## config.mk

```make
export PLATFORM = sky130hd
export DESIGN_NAME = mem_pipe
export DESIGN_NICKNAME = d
export VERILOG_FILES = /design/src/rtl/mem_pkg.sv /design/src/rtl/mem_array.sv /design/src/rtl/mem_pipe.sv
export SDC_FILE = /design/constraint.sdc
export NUM_CORES = 1
export LEC_CHECK = 0
export ABC_AREA = 0
export CORE_UTILIZATION = 55
export CTS_CLUSTER_SIZE = 24
export DETAILED_ROUTE_END_ITERATION = 6
export PLACE_DENSITY = 0.73
export SYNTH_ARGS = -nofsm -noshare
export SYNTH_HDL_FRONTEND = slang
export SYNTH_SLANG_ARGS = --single-unit
```

## constraint.sdc

```tcl
create_clock -name clk -period 1.75 [get_ports clk]
set_input_delay 0.35 -clock clk [delete_from_list [all_inputs] [get_ports clk]]
set_output_delay 0.35 -clock clk [all_outputs]
set_load 0.02 [all_outputs]
```

## src/rtl/mem_pkg.sv

```systemverilog
// Shared types and default sizing for the mem_pipe block.
package mem_pkg;

  localparam int DATA_W_DEF = 8;
  localparam int ADDR_W_DEF = 5;
  localparam int DEPTH_DEF  = 32;
  localparam int RD_LAT_DEF = 1;

  // Request FSM: IDLE accepts, RD_WAIT burns extra read latency, RESP drives the read result.
  typedef enum logic [1:0] {
    IDLE    = 2'd0,
    RD_WAIT = 2'd1,
    RESP    = 2'd2
  } state_e;

endpackage

```

## src/rtl/mem_array.sv

```systemverilog
// Word storage: one synchronous write port, one asynchronous read port, no reset.
module mem_array
  import mem_pkg::*;
#(
  parameter int DATA_W = DATA_W_DEF,
  parameter int DEPTH  = DEPTH_DEF,
  parameter int AW     = (DEPTH > 1) ? $clog2(DEPTH) : 1
) (
  input  logic              clk,
  input  logic              we,
  input  logic [AW-1:0]     waddr,
  input  logic [DATA_W-1:0] wdata,
  input  logic [AW-1:0]     raddr,
  output logic [DATA_W-1:0] rdata
);

  logic [DATA_W-1:0] mem [DEPTH];

  // Write port; callers only present in-range addresses.
  always_ff @(posedge clk) begin
    if (we) mem[waddr] <= wdata;
  end

  assign rdata = mem[raddr];

endmodule

```

## src/rtl/mem_pipe.sv

```systemverilog
// Single-port memory front end with fixed read latency, range checking and a done pulse.
module mem_pipe
  import mem_pkg::*;
#(
  parameter int DATA_W = DATA_W_DEF,
  parameter int ADDR_W = ADDR_W_DEF,
  parameter int DEPTH  = DEPTH_DEF,
  parameter int RD_LAT = RD_LAT_DEF
) (
  input  logic              clk,
  input  logic              rst_n,
  input  logic              req,
  input  logic              we,
  input  logic [ADDR_W-1:0] addr,
  input  logic [DATA_W-1:0] wdata,
  output logic              ready,
  output logic              done,
  output logic [DATA_W-1:0] rdata,
  output logic              err
);

  localparam int AW = (DEPTH > 1) ? $clog2(DEPTH) : 1;
  localparam int CW = $clog2(RD_LAT + 1);
  localparam logic [CW-1:0] CNT_LAST = CW'(RD_LAT - 1);

  state_e            state_q, state_d;
  logic [CW-1:0]     cnt_q, cnt_d;
  logic [AW-1:0]     addr_q, addr_d;
  logic              oor_q, oor_d;
  logic              done_q, done_d;
  logic              err_q, err_d;
  logic [DATA_W-1:0] rdata_q, rdata_d;

  logic              accept;
  logic              addr_ok;
  logic              mem_we;
  logic [DATA_W-1:0] mem_rd;

  // DEPTH can equal 2**ADDR_W, so compare one bit wider.
  assign addr_ok = ({1'b0, addr} < (ADDR_W + 1)'(DEPTH));
  assign ready   = (state_q == IDLE);
  // A request seen while reset is low must not touch the array.
  assign accept  = req && ready && rst_n;
  assign mem_we  = accept && we && addr_ok;

  mem_array #(
    .DATA_W (DATA_W),
    .DEPTH  (DEPTH),
    .AW     (AW)
  ) u_array (
    .clk   (clk),
    .we    (mem_we),
    .waddr (addr[AW-1:0]),
    .wdata (wdata),
    .raddr (addr_q),
    .rdata (mem_rd)
  );

  // Next-state: writes complete from IDLE, reads walk RD_WAIT (if needed) then RESP.
  always_comb begin
    state_d = state_q;
    cnt_d   = cnt_q;
    addr_d  = addr_q;
    oor_d   = oor_q;
    done_d  = 1'b0;
    err_d   = 1'b0;
    rdata_d = rdata_q;
    case (state_q)
      IDLE: begin
        if (accept) begin
          if (we) begin
            done_d = 1'b1;
            err_d  = !addr_ok;
          end else begin
            addr_d = addr[AW-1:0];
            oor_d  = !addr_ok;
            if (RD_LAT == 1) begin
              state_d = RESP;
            end else begin
              state_d = RD_WAIT;
              cnt_d   = CW'(1);
            end
          end
        end
      end
      RD_WAIT: begin
        // Counter saturates at RD_LAT-1 by construction; no wrap path.
        if (cnt_q == CNT_LAST) state_d = RESP;
        else                   cnt_d   = cnt_q + CW'(1);
      end
      RESP: begin
        state_d = IDLE;
        cnt_d   = '0;
        done_d  = 1'b1;
        err_d   = oor_q;
        rdata_d = oor_q ? '0 : mem_rd;
      end
      default: state_d = IDLE;
    endcase
  end

  // State and response registers; the array itself is never reset.
  always_ff @(posedge clk) begin
    if (!rst_n) begin
      state_q <= IDLE;
      cnt_q   <= '0;
      addr_q  <= '0;
      oor_q   <= 1'b0;
      done_q  <= 1'b0;
      err_q   <= 1'b0;
      rdata_q <= '0;
    end else begin
      state_q <= state_d;
      cnt_q   <= cnt_d;
      addr_q  <= addr_d;
      oor_q   <= oor_d;
      done_q  <= done_d;
      err_q   <= err_d;
      rdata_q <= rdata_d;
    end
  end

  assign done  = done_q;
  assign err   = err_q;
  assign rdata = rdata_q;

endmodule

```

# After elaboration in Yosys (flattened, before gate mapping)
# Memories as Yosys holds them, arrays and structs flattened. A register that Yosys moved wholly into a read port is not among the register bits.
# Cells that the tools add are included.
dict set report word_totals {
  mem_count 1
  output_inout_bits 11
  ram_bits 256
  reg_bits 9
  inputBits 17
}
dict set report classes {
  muxes 11
  add_sub_neg 1
  n_eq_ne 5
  n_reduce_logical 8
  bitwise 1
}
# name depth width read_ports rd_clocked_by_memory_dff write_ports line_no
set mem_list {}
lappend mem_list {u_array.mem 32 8 1 1 1 mem_array.sv:17} ;# logic [DATA_W-1:0] mem [DEPTH];
# cell n
set op_table {}
lappend op_table {{2-bit two-way mux} 3}
lappend op_table {{3-bit AND reduction} 2}
lappend op_table {{1-bit two-way mux} 5}
lappend op_table {{2-bit inequality test, second input constant} 2}
lappend op_table {{1-bit case mux with 2 select lines} 2}
lappend op_table {{2-bit case mux with 2 select lines} 1}
lappend op_table {{1-bit logical AND} 3}
lappend op_table {{2-bit by 1-bit equality test with 1-bit output, second input constant} 1}
lappend op_table {{2-bit equality test, second input constant} 1}
lappend op_table {{2-bit logical NOT} 1}
lappend op_table {{2-bit by 1-bit inequality test with 1-bit output, second input constant} 1}
lappend op_table {{2-bit nonzero test} 1}
lappend op_table {{1-bit adder, second input constant} 1}
lappend op_table {{1-bit logical NOT} 1}
lappend op_table {{1-bit NOT} 1}

# Logic depth before layout (Yosys ltp)
dict set report depth {
  ltp_word 6
  ltp_mapped 8
  mapped_depth_nobuf 5
}

# By module
# A second synthesis with hierarchy kept.
dict set report unflattened {
  hier_cells 466
  hier_area_um2 10495.1
}
# module seq_area_each_um2 instances area_per_inst_um2 cells_per_inst
set by_module_without_submodules {}
lappend by_module_without_submodules {mem_array 7687.4 1 9893.2 409}
lappend by_module_without_submodules {mem_pipe 300.3 1 601.8 57}

# Least setup slack after synthesis
# Ideal clock, no wire load.
dict set report synth_path {
  path_kind {reg-to-reg}
  startpoint {register state_q[1]}
  endpoint {memory u_array.mem[10][0] (netlist name), enable pin}
  arrival_time_ns 1.621
  path_buffers 2
  stages_incl_launch_ff 7
  slack_ns -0.241
  period_less_slack_ns 1.991
  cell_sequence {dfxtp_1 -> clkbuf_1 -> inv_1 -> and3_1 -> clkbuf_1 -> nand4b_1 -> nor2_1}
}
dict set report synth_between {
  elab_chain_cells 6
}
# element line_no
set synth_lines {}
lappend synth_lines {{start: declaration} mem_pipe.sv:26} ;# state_e state_q, state_d;
lappend synth_lines {{start signal: assignment} mem_pipe.sv:113} ;# state_q <= state_d;
lappend synth_lines {{2-bit logical NOT} mem_pipe.sv:41} ;# assign ready = (state_q == IDLE);
lappend synth_lines {{net ready} mem_pipe.sv:16} ;# output logic ready,
lappend synth_lines {{1-bit logical AND (2 in series)} mem_pipe.sv:43} ;# assign accept = req && ready && rst_n;
lappend synth_lines {{1-bit logical AND} mem_pipe.sv:44} ;# assign mem_we = accept && we && addr_ok;
lappend synth_lines {{1-bit two-way mux} mem_array.sv:21} ;# if (we) mem[waddr] <= wdata;
lappend synth_lines {{1-bit two-way mux (implied by the code)} mem_array.sv:21}
lappend synth_lines {{end: declaration} mem_array.sv:17}
# The timed path passes the listed nets, and every way through them passes these cells.

==> run summary <==
The number of sinks driven by the clock tree was 271; the vertical extent of the die was 141 µm. The logs give 0.947 for the final weighted congestion of routability-driven global placement and 493 MHz for the highest attainable clock frequency. In the post-synthesis netlist, the biggest area contributors are sky130_fd_sc_hd__edfxtp_1 (72%), sky130_fd_sc_hd__mux2i_1 (12%), sky130_fd_sc_hd__a22oi_1 (4.5%).

The first global-routing pass estimated 37,300 µm of wire. The worst setup path is launched from a register. The logs give 28 for the I/O pin count and 0.565 for the initial cell density of the core. Setup repair after global routing could not meet its margin everywhere. A synthesized cell averages 16.9 µm². The count of flip-flops with a built-in enable after synthesis came out at 256. The routed layout has 6,089 vias. The tightest min-delay check is of the primary input to register type. met2 is the most crowded layer. Maximum number of pins on one net before global-route repair: 33. The critical path in this run is classified as register to register. The length of the first detailed-routing pass in iterations is 5, and the post-detailed-route DRC marker count is 0. Post-synthesis cell type count: 31.

The proportion of synthesized chip area in sequential cells is 0.748. The initial antenna violation count came out at 0. TritonCTS built the clock tree. The met2 global-route usage was 0.413; the synthesis warning total was 0. Clock latency on the worst-skew pair, taken at its later pin, is 0.53 ns. The routed design could run at a clock period as short as 2.03 ns. The cell depth of the worst hold path works out to 3. After floorplanning, the core was divided into 50 placement rows. The floorplan step set the die width to 141 µm.

Of all cell types, the one taking the most synthesized area is sky130_fd_sc_hd__edfxtp_1. Counting tap cells, the placed design contains a total of 944 instances. The hold buffer count at CTS is 0. The logs give 632 for the gate count after technology mapping and -0.348 ns for the pre-CTS worst setup slack. The share of Yosys cell area claimed by the top area cell type is 0.720, and the fraction of met1 tracks used by global routing is 0.364. When the netlist entered floorplanning its net count stood at 649. After the last flow step, the layout net total stands at 741. In the post-synthesis netlist, the cell with the most instances is sky130_fd_sc_hd__edfxtp_1. Dividing the detail-routed wire length by the instance count gives 25.0 µm. For the hold violation total from the final report, the log shows 0. The total of buffers placed on input and output ports works out to 26. The residual antenna-violating net count after detailed routing was 0.

Reported leakage power: 4.11 nW. The tools report the cell chosen for the clock root as sky130_fd_sc_hd__clkbuf_16. For the final database, setup skew stands at 0.0119 ns.

The worst-case setup margin in the final layout is -0.279 ns. Relative to the synthesized area, the layout overhead comes to 23.5%. The fraction of met3 tracks used by global routing is 0.0422.

The number of global-route vias before repair is 6,213. The deepest level of the CTS H-tree is 1. The logs give 0.259 for the total routing usage reported by global routing and 1,005 for the number of non-filler instances in the completed layout. The design draws 13.9 mW. The area of the mapped netlist is 10,700 µm², and the final cycle utilization of the critical path is 1.16.

The worst vdd rail ir drop was 963 µV; the buffer depth of the longest clock path was 3. The average via count per standard cell came out at 6.06. The filler cells instantiated in the layout total 1,235. The run gives 634 as the starting DRC count in detailed routing.

In this run the power density over the cells is 1050 nW/µm². Share of final-layout standard cells stronger than drive strength 1: 0.269. Setup violations remaining at the end of the flow were counted as 8. For the worst setup path, the data arrival time is 2.49 ns. STA classifies the critical path endpoint as a register. The number of flip-flops and latches in the synthesized netlist was 271. The floorplan step defined a die boundary enclosing 20,000 µm². The run finished, with violations left. In the synthesized netlist, the cells that appear most often are sky130_fd_sc_hd__edfxtp_1 (256), sky130_fd_sc_hd__mux2i_1 (133), sky130_fd_sc_hd__a22oi_1 (64), sky130_fd_sc_hd__a21oi_1 (41), sky130_fd_sc_hd__nor2_1 (35). The share of synthesized flip-flops with an asynchronous set or reset is 0, and the final number of max-transition violations is 0.

The tools report the post-layout utilization of the core as 0.698. For this block, the routed nets add up to 25,200 µm of wire. Data on the critical path is required at its endpoint by 2.21 ns. After clock tree synthesis, the clock-pin slew on the worst setup and hold paths is 0.06 ns. Number of violations of the max-capacitance limit: 0. In this run the standard cell core region covers 18,900 µm².

After legalization and detailed placement, the total HPWL measured 14,500 µm. The checks that failed: setup timing. Along the worst path, the maximum fanout reaches 6.

Clock tree synthesis inserted a total of 27 buffers. In the synthesized netlist the dominant register cell turns out to be sky130_fd_sc_hd__edfxtp_1. The logs give 0.488 ns for the worst hold margin and 0 for the final global-route overflow total.

Measured in cells, the most critical reg-to-reg path has a length of 8.
-- cell families after synthesis --
kind of cell,share of synthesized area
flip-flops,0.748
multiplexers,0.125
AO/OA/AOI/OAI,0.0679
AND/OR/NAND/NOR,0.0344
buffers and inverters,0.0249
other,0.000351
-- worst max-delay path: stages (launching register included) --
cell and delay (ns):
sky130_fd_sc_hd__dfxtp_4 0.36, sky130_fd_sc_hd__buf_12 0.15, sky130_fd_sc_hd__buf_12 0.15, sky130_fd_sc_hd__buf_12 0.14, sky130_fd_sc_hd__mux2i_2 0.15, sky130_fd_sc_hd__a22oi_2 0.28, sky130_fd_sc_hd__a21oi_2 0.11, sky130_fd_sc_hd__or4_4 0.45
sky130_fd_sc_hd__a21oi_2 0.15
-- cell type report --
class | instances | area, µm² | share of cell area
tap | 260 | 325 | 0.0247
multi-input combinational | 317 | 2770 | 0.210
clock inverter | 18 | 241 | 0.0183
sequential | 271 | 7990 | 0.606
timing repair buffer | 106 | 1170 | 0.0889
antenna | 1 | 2.50 | 0.000190
clock buffer | 31 | 691 | 0.0523
inverter | 1 | 3.75 | 0.000284
-- layout by cell type (no fill, tap or decap), drive strengths merged --
master / count
or2: 1
and3: 1
nand2: 3
diode: 1
nand4: 1
and2: 1
nor2b: 9
buf: 77
dlygate4sd2: 10
conb: 1
nand4bb: 1
a22oi: 64
clkinv: 11
or4: 8
or3b: 1
mux2i: 133
nand3: 1
clkbuf: 33
bufbuf: 1
nand4b: 2
a21oi: 41
o21ai: 8
inv: 1
clkdlybuf4s50: 16
or3: 1
nand2b: 2
clkinvlp: 1
nand3b: 3
edfxtp: 256
bufinv: 6
nor2: 35
dfxtp: 15
-- report_power, final --
group / switching (mW) / total [mW] / internal, mW
combinational: 0.412 / 0.701 / 0.289
sequential: 0.0178 / 7.13 / 7.11
clock: 2.33 / 6.04 / 3.70
-- path summary, 6_finish.rpt --
kind / from / end / slack, ns
worst max-delay path: addr_q[0] / rdata[0] / -0.28
worst max register to register: addr_q[0] / rdata[0] / -0.28
worst min-delay path: req / done / 0.49
worst min register to register: rdata[1] / rdata[1] / 0.54
-- timing repair --
item / 4_1_cts / 5_1_grt
gates cloned: 4 / 2
setup endpoints to repair: 18 / 8
buffers inserted: 5 / 0
gates resized for setup: 59 / 24
pin swaps: 37 / 15
-- flip-flops by register name, indices dropped and copies added (netlist names) --
register	count
u_array.mem	256
rdata	8
addr_q	5
done	1
state_q	1
-- routing by layer --
metal | wire, µm | part of all wire | vias up
li1 | - | - | 2679
met1 | 10400 | 0.41 | 3043
met2 | 12200 | 0.49 | 306
met3 | 1830 | 0.073 | 61
met4 | 718 | 0.029 | 0
met5 | 0 | 0 | -
-- per-stage QoR --
stage               TNS [ns]  instance area [µm²]
CTS                    -1.73                13000
global route           -2.33                13200
global placement      -66.36                11800
floorplan             -37.56                10800
finish                 -2.04                13200
detailed placement    -84.15                11800
Note: power is estimated with default switching activity, not from simulation.
